--- config.mk ---
export PLATFORM = sky130hd
export DESIGN_NAME = snake_game_ctrl
export DESIGN_NICKNAME = d
export VERILOG_FILES = /design/src/rtl/snake_pkg.sv /design/src/rtl/snake_tick_gen.sv /design/src/rtl/snake_game_ctrl.sv
export SDC_FILE = /design/constraint.sdc
export NUM_CORES = 1
export LEC_CHECK = 0
export CAP_MARGIN = 30
export CORE_MARGIN = 2
export CORE_UTILIZATION = 40
export DETAILED_ROUTE_END_ITERATION = 12
export GPL_TIMING_DRIVEN = 0
export REMOVE_ABC_BUFFERS = 1
export SLEW_MARGIN = 10
export SYNTH_ARGS = -nofsm -noshare
export SYNTH_HDL_FRONTEND = slang
export SYNTH_SLANG_ARGS = --single-unit
--- constraint.sdc ---
create_clock -name clk -period 3.1 [get_ports clk]
set_clock_uncertainty 0.15 [all_clocks]
set_input_delay 0.31 -clock clk [delete_from_list [all_inputs] [get_ports clk]]
set_output_delay 0.31 -clock clk [all_outputs]
set_load 0.01 [all_outputs]
--- src/rtl/snake_pkg.sv ---
// Shared game-status encoding for the snake controller, datapath and renderer,
// plus a width helper for parameter-sized counters.
package snake_pkg;

   localparam logic [1:0] GS_RESTART = 2'b00;
   localparam logic [1:0] GS_START   = 2'b01;
   localparam logic [1:0] GS_PLAY    = 2'b10;
   localparam logic [1:0] GS_DIE     = 2'b11;

   typedef enum logic [1:0] {
      ST_RESTART = GS_RESTART,
      ST_START   = GS_START,
      ST_PLAY    = GS_PLAY,
      ST_DIE     = GS_DIE
   } game_state_t;

   // $clog2 that never returns 0, so tiny parameters still yield a 1-bit counter.
   function automatic int clog2_min1(input int x);
      return (x > 1) ? $clog2(x) : 1;
   endfunction

endpackage

--- src/rtl/snake_tick_gen.sv ---
// Programmable period divider: tick is high in the cycle the count reaches limit,
// and the count restarts from 0 on the following edge.
module snake_tick_gen #(
   parameter int W = 4
) (
   input  logic         clk,
   input  logic         rst,
   input  logic         clr,
   input  logic         en,
   input  logic [W-1:0] limit,
   output logic         tick
);

   logic [W-1:0] cnt;

   // >= so that a limit lowered mid-count fires on the next cycle instead of wrapping.
   assign tick = en && !clr && (cnt >= limit);

   always_ff @(posedge clk) begin
      if (rst || clr) begin
         cnt <= '0;
      end else if (en) begin
         cnt <= tick ? '0 : cnt + W'(1);
      end
   end

endmodule

--- src/rtl/snake_game_ctrl.sv ---
// Snake game sequencer: RESTART/START/PLAY/DIE status, move strobe, death blink,
// and the protect/slow reward timers.
module snake_game_ctrl
   import snake_pkg::*;
#(
   parameter int MOVE_PERIOD  = 12_500_000,
   parameter int SLOW_PERIOD  = 25_000_000,
   parameter int FLASH_PERIOD = 12_500_000,
   parameter int FLASH_COUNT  = 8,
   parameter int REWARD_MOVES = 40
) (
   input  logic       clk,
   input  logic       rst,
   input  logic       start_press,
   input  logic       hit_wall,
   input  logic       hit_body,
   input  logic       hit_mine,
   input  logic       get_protect,
   input  logic       get_slow,
   output logic [1:0] game_status,
   output logic       move_tick,
   output logic       die_flash,
   output logic       reward_protected,
   output logic       reward_slowly,
   output logic       speed_recover
);

   localparam int STEP_MAX = (SLOW_PERIOD > MOVE_PERIOD) ? SLOW_PERIOD : MOVE_PERIOD;
   localparam int STEP_W   = clog2_min1(STEP_MAX);
   localparam int FLASH_W  = clog2_min1(FLASH_PERIOD);
   localparam int TOG_W    = clog2_min1(FLASH_COUNT);
   localparam int RW_W     = clog2_min1(REWARD_MOVES + 1);

   localparam logic [STEP_W-1:0]  MOVE_LIM  = STEP_W'(MOVE_PERIOD - 1);
   localparam logic [STEP_W-1:0]  SLOW_LIM  = STEP_W'(SLOW_PERIOD - 1);
   localparam logic [FLASH_W-1:0] FLASH_LIM = FLASH_W'(FLASH_PERIOD - 1);
   localparam logic [TOG_W-1:0]   TOG_LAST  = TOG_W'(FLASH_COUNT - 1);
   localparam logic [RW_W-1:0]    RW_LOAD   = RW_W'(REWARD_MOVES);

   game_state_t state, state_next;
   logic        in_play, in_die, death;
   logic        step_tick, flash_tick, flash_last, tick_now;
   logic [TOG_W-1:0] tog_cnt;
   logic [RW_W-1:0]  prot_cnt, slow_cnt, prot_nxt, slow_nxt;
   logic             recover_nxt;

   assign in_play     = (state == ST_PLAY);
   assign in_die      = (state == ST_DIE);
   assign death       = hit_wall | hit_body | hit_mine;
   assign tick_now    = in_play && !death && step_tick;
   assign flash_last  = flash_tick && (tog_cnt == TOG_LAST);
   assign game_status = state;

   snake_tick_gen #(.W(STEP_W)) u_step (
      .clk   (clk),
      .rst   (rst),
      .clr   (!in_play),
      .en    (in_play),
      .limit (reward_slowly ? SLOW_LIM : MOVE_LIM),
      .tick  (step_tick)
   );

   snake_tick_gen #(.W(FLASH_W)) u_flash (
      .clk   (clk),
      .rst   (rst),
      .clr   (!in_die),
      .en    (in_die),
      .limit (FLASH_LIM),
      .tick  (flash_tick)
   );

   always_ff @(posedge clk) begin
      if (rst) state <= ST_RESTART;
      else     state <= state_next;
   end

   always_comb begin
      state_next = state;
      case (state)
         ST_RESTART: state_next = ST_START;
         ST_START:   if (start_press) state_next = ST_PLAY;
         ST_PLAY:    if (death) state_next = ST_DIE;
         ST_DIE:     if (flash_last) state_next = ST_RESTART;
         default:    state_next = ST_RESTART;
      endcase
   end

   always_ff @(posedge clk) begin
      if (rst) begin
         move_tick <= 1'b0;
         die_flash <= 1'b1;
         tog_cnt   <= '0;
      end else begin
         move_tick <= tick_now;
         if (!in_die) begin
            die_flash <= 1'b1;
            tog_cnt   <= '0;
         end else if (flash_last) begin
            die_flash <= 1'b1;
            tog_cnt   <= '0;
         end else if (flash_tick) begin
            die_flash <= ~die_flash;
            tog_cnt   <= tog_cnt + TOG_W'(1);
         end
      end
   end

   // A fresh reward load beats a same-edge decrement; death wipes both timers.
   always_comb begin
      prot_nxt    = prot_cnt;
      slow_nxt    = slow_cnt;
      recover_nxt = 1'b0;
      if (in_play) begin
         if (death) begin
            prot_nxt = '0;
            slow_nxt = '0;
         end else begin
            if (get_protect)                    prot_nxt = RW_LOAD;
            else if (tick_now && prot_cnt != '0) prot_nxt = prot_cnt - RW_W'(1);
            if (get_slow) begin
               slow_nxt = RW_LOAD;
            end else if (tick_now && slow_cnt != '0) begin
               slow_nxt    = slow_cnt - RW_W'(1);
               recover_nxt = (slow_cnt == RW_W'(1));
            end
         end
      end
   end

   always_ff @(posedge clk) begin
      if (rst) begin
         prot_cnt         <= '0;
         slow_cnt         <= '0;
         reward_protected <= 1'b0;
         reward_slowly    <= 1'b0;
         speed_recover    <= 1'b0;
      end else begin
         prot_cnt         <= prot_nxt;
         slow_cnt         <= slow_nxt;
         reward_protected <= (prot_nxt != '0);
         reward_slowly    <= (slow_nxt != '0);
         speed_recover    <= recover_nxt;
      end
   end

endmodule

==> flow_summary.ini <==
[pwr]
p_leak_nw = 1.48
vdd_ir_drop_max_uv = 355
p_per_area_nw_per_um2 = 481

[grt]
grt-ovfl-total = 0
grt_antenna_before_repair = 0
grt_max_degree = 26
grt_pass1_vias = 2861
grt_first_pass_wirelength_um = 12800
grt_usage = 0.153

[routing]
ant_nets = 0
route.detailed.wl_per_inst_um = 13.7
routed_via_density = 5.41
first_pass_iters = 4
vias = 3102
drc = 0
drtIter0Drc = 100
drt_wl_total_um = 7860

[synth]
seq_area_frac_synth = 0.376
synth_area_leaders = dfxtp_1, ha_1, xor2_1, nor2_1, nand3_1
synthFlopType = dfxtp_1
synth_top_area_cell = dfxtp_1
postSynth.asyncResetShare = 0
avgSynthCellArea_um2 = 8.58
yosys_warnings = 0
yosys-top-cells-count = dfxtp_1, nor2_1, xor2_1
yosysUniqueCellTypes = 52
syn_inst = 441
yosysMostFrequentCell = dfxtp_1
synth_top_area_frac = 0.376
syn_area_um2 = 3780
ys_ff_latch = 71
synth_edf_count = 0

[clock_tree]
clkTransAtPathRegs_ps = 90
clk_latency_ps = 350
h-tree-depth = 3
numCtsBuffers = 9
cts_max_path_buffers = 2
cts-root-buf = clkbuf_8
clock_sinks = 71
holdBufCountCts = 0
cts_tree = yes

[status]
outcome = completed

[critical_path]
cp_data_required_time_ps = 3180
cpPeakStageDelay_ps = 570
cp_common_cell = a211oi_2
path_buf_inv = 1
cp-start-kind = register
cp-end-kind = register
crit_family = compound AO/OA/AOI/OAI gates
path_class = register to register
crit_chain = inv_1 -> ha_1 -> a21o_1 -> a211oi_2 -> a31oi_2 -> and3_1 -> a211oi_2 -> a41oi_1 -> or3_1
crit_arrival_ps = 3070
critPathSlowestCell = a211oi_2
path_max_fanout = 6

[sta]
rsz0062_at_grt = no
period_minus_slack_ps = 2990
fmax_mhz = 334
tns_ps = 0
slew_headroom = 0.499
tightest_slew_ps = 751
hold_viol = 0
min_period_over_period = 0.966
slew_violations = 0
finalSetupViolations = 0

[floorplanning]
die_h_um = 101
pin_count = 15
dieArea_um2 = 10200
coreArea_um2 = 9200
rows = 35
dieWidth_um = 101
start_util = 0.411

[cells_and_area]
n_fill_cell = 909
n_antenna_cell = 0
nets = 487
drive_gt1_frac = 0.110
stdcell_count = 573
area_growth_pct = 13.8

[placement]
dp_hpwl_um = 5130
gp_congestion = 0.830
port_buffers = 14
placed_cells = 552

[run]
drv_cap = 0

[hold_path]
hold_path_class = register to register
flip-flops by register name (all words and copies together), names as in the netlist:
| register | flops |
|---|---|
| reward_slowly | 1 |
| game_status | 2 |
| reward_protected | 1 |
| move_tick | 1 |
| prot_cnt | 6 |
| slow_cnt | 6 |
| u_step.cnt | 25 |
| u_flash.cnt | 24 |
| tog_cnt | 3 |
| die_flash | 1 |
| speed_recover | 1 |
layout by cell type, fill, tap and decap left out, types with 11 or more instances in the layout:
cell type	n
xnor2_1	13
xor2_1	31
clkdlybuf4s50_1	14
nor3_1	11
nor2_1	69
nand3_1	29
dfxtp_1	70
ha_1	21
nand2_1	28
inv_1	17
nand4_1	13
per-layer routing:
layer  global-route usage  part of all wire  up-vias
met3               0.0386             0.044       13
met5                    0                 0        -
met1                0.200              0.47     1460
met4               0.0385             0.010        0
li1                     -                 -     1569
met2                0.253              0.47       60
cell type report:
| cell class | count | area [µm²] | area share |
|---|---|---|---|
| inverter | 17 | 63.8 | 0.0148 |
| sequential | 71 | 1430 | 0.331 |
| tap | 111 | 139 | 0.0323 |
| clock buffer | 9 | 124 | 0.0288 |
| timing repair buffer | 17 | 163 | 0.0378 |
| multi-input combinational | 341 | 2280 | 0.531 |
| clock inverter | 7 | 105 | 0.0244 |
where the power goes:
group | internal, mW | switching, mW | leakage, nW
clock network | 0.464 | 0.385 | 0.112
registers | 0.935 | 0.0283 | 0.573
logic | 0.0963 | 0.161 | 0.799
timing repair:
| action | in CTS | in global routing |
|---|---|---|
| gates resized for setup | 1 | 12 |
| pin swaps | 0 | 3 |
| endpoints found under the setup margin | 24 | 27 |
| buffers inserted | 0 | 3 |
| gates cloned | 0 | 2 |
kinds of logic after synthesis:
group                      after synthesis  synth area share
xor gates and xnor gates                44             0.102
and+or+nand+nor                        214             0.293
AOI/OAI and AO/OA                       56             0.108
muxes                                    3           0.00794
adders and majority gates               22            0.0728
DFF                                     71             0.376
buffers and inverters                   31            0.0410
per-stage QoR:
step	instance area [µm²]	setup WS [ps]	util	hold WS [ps]	total power [mW]
final	4300	105	0.468	322	2.07
after detailed placement	3970	-13.3	0.432	305	1.23
after global routing	4300	21.2	0.468	351	2.18
after global placement	3970	-53.7	0.432	304	1.23
after floorplan	3690	349	-	232	1.14
after CTS	4200	77.5	0.457	329	2.09
final timing paths:
kind                            depth (start not counted)          endpoint  slack, ps            from
worst max-delay path                                    9  reward_protected        110   reward_slowly
worst min-delay path                                    1    u_flash.cnt[0]        320  u_flash.cnt[0]
worst min register to register                          1    u_flash.cnt[0]        320  u_flash.cnt[0]
worst max register to register                          9  reward_protected        110   reward_slowly
worst reg2reg max path, stage by stage, from the launching register on:
cell and delay, ps:
dfxtp_4 400, inv_1 120, ha_1 220, a21o_1 180
a211oi_2 580, a31oi_2 260, and3_1 230, a211oi_2 250
a41oi_1 150, or3_1 340
No activity file was read; power rests on OpenSTA's default activity.
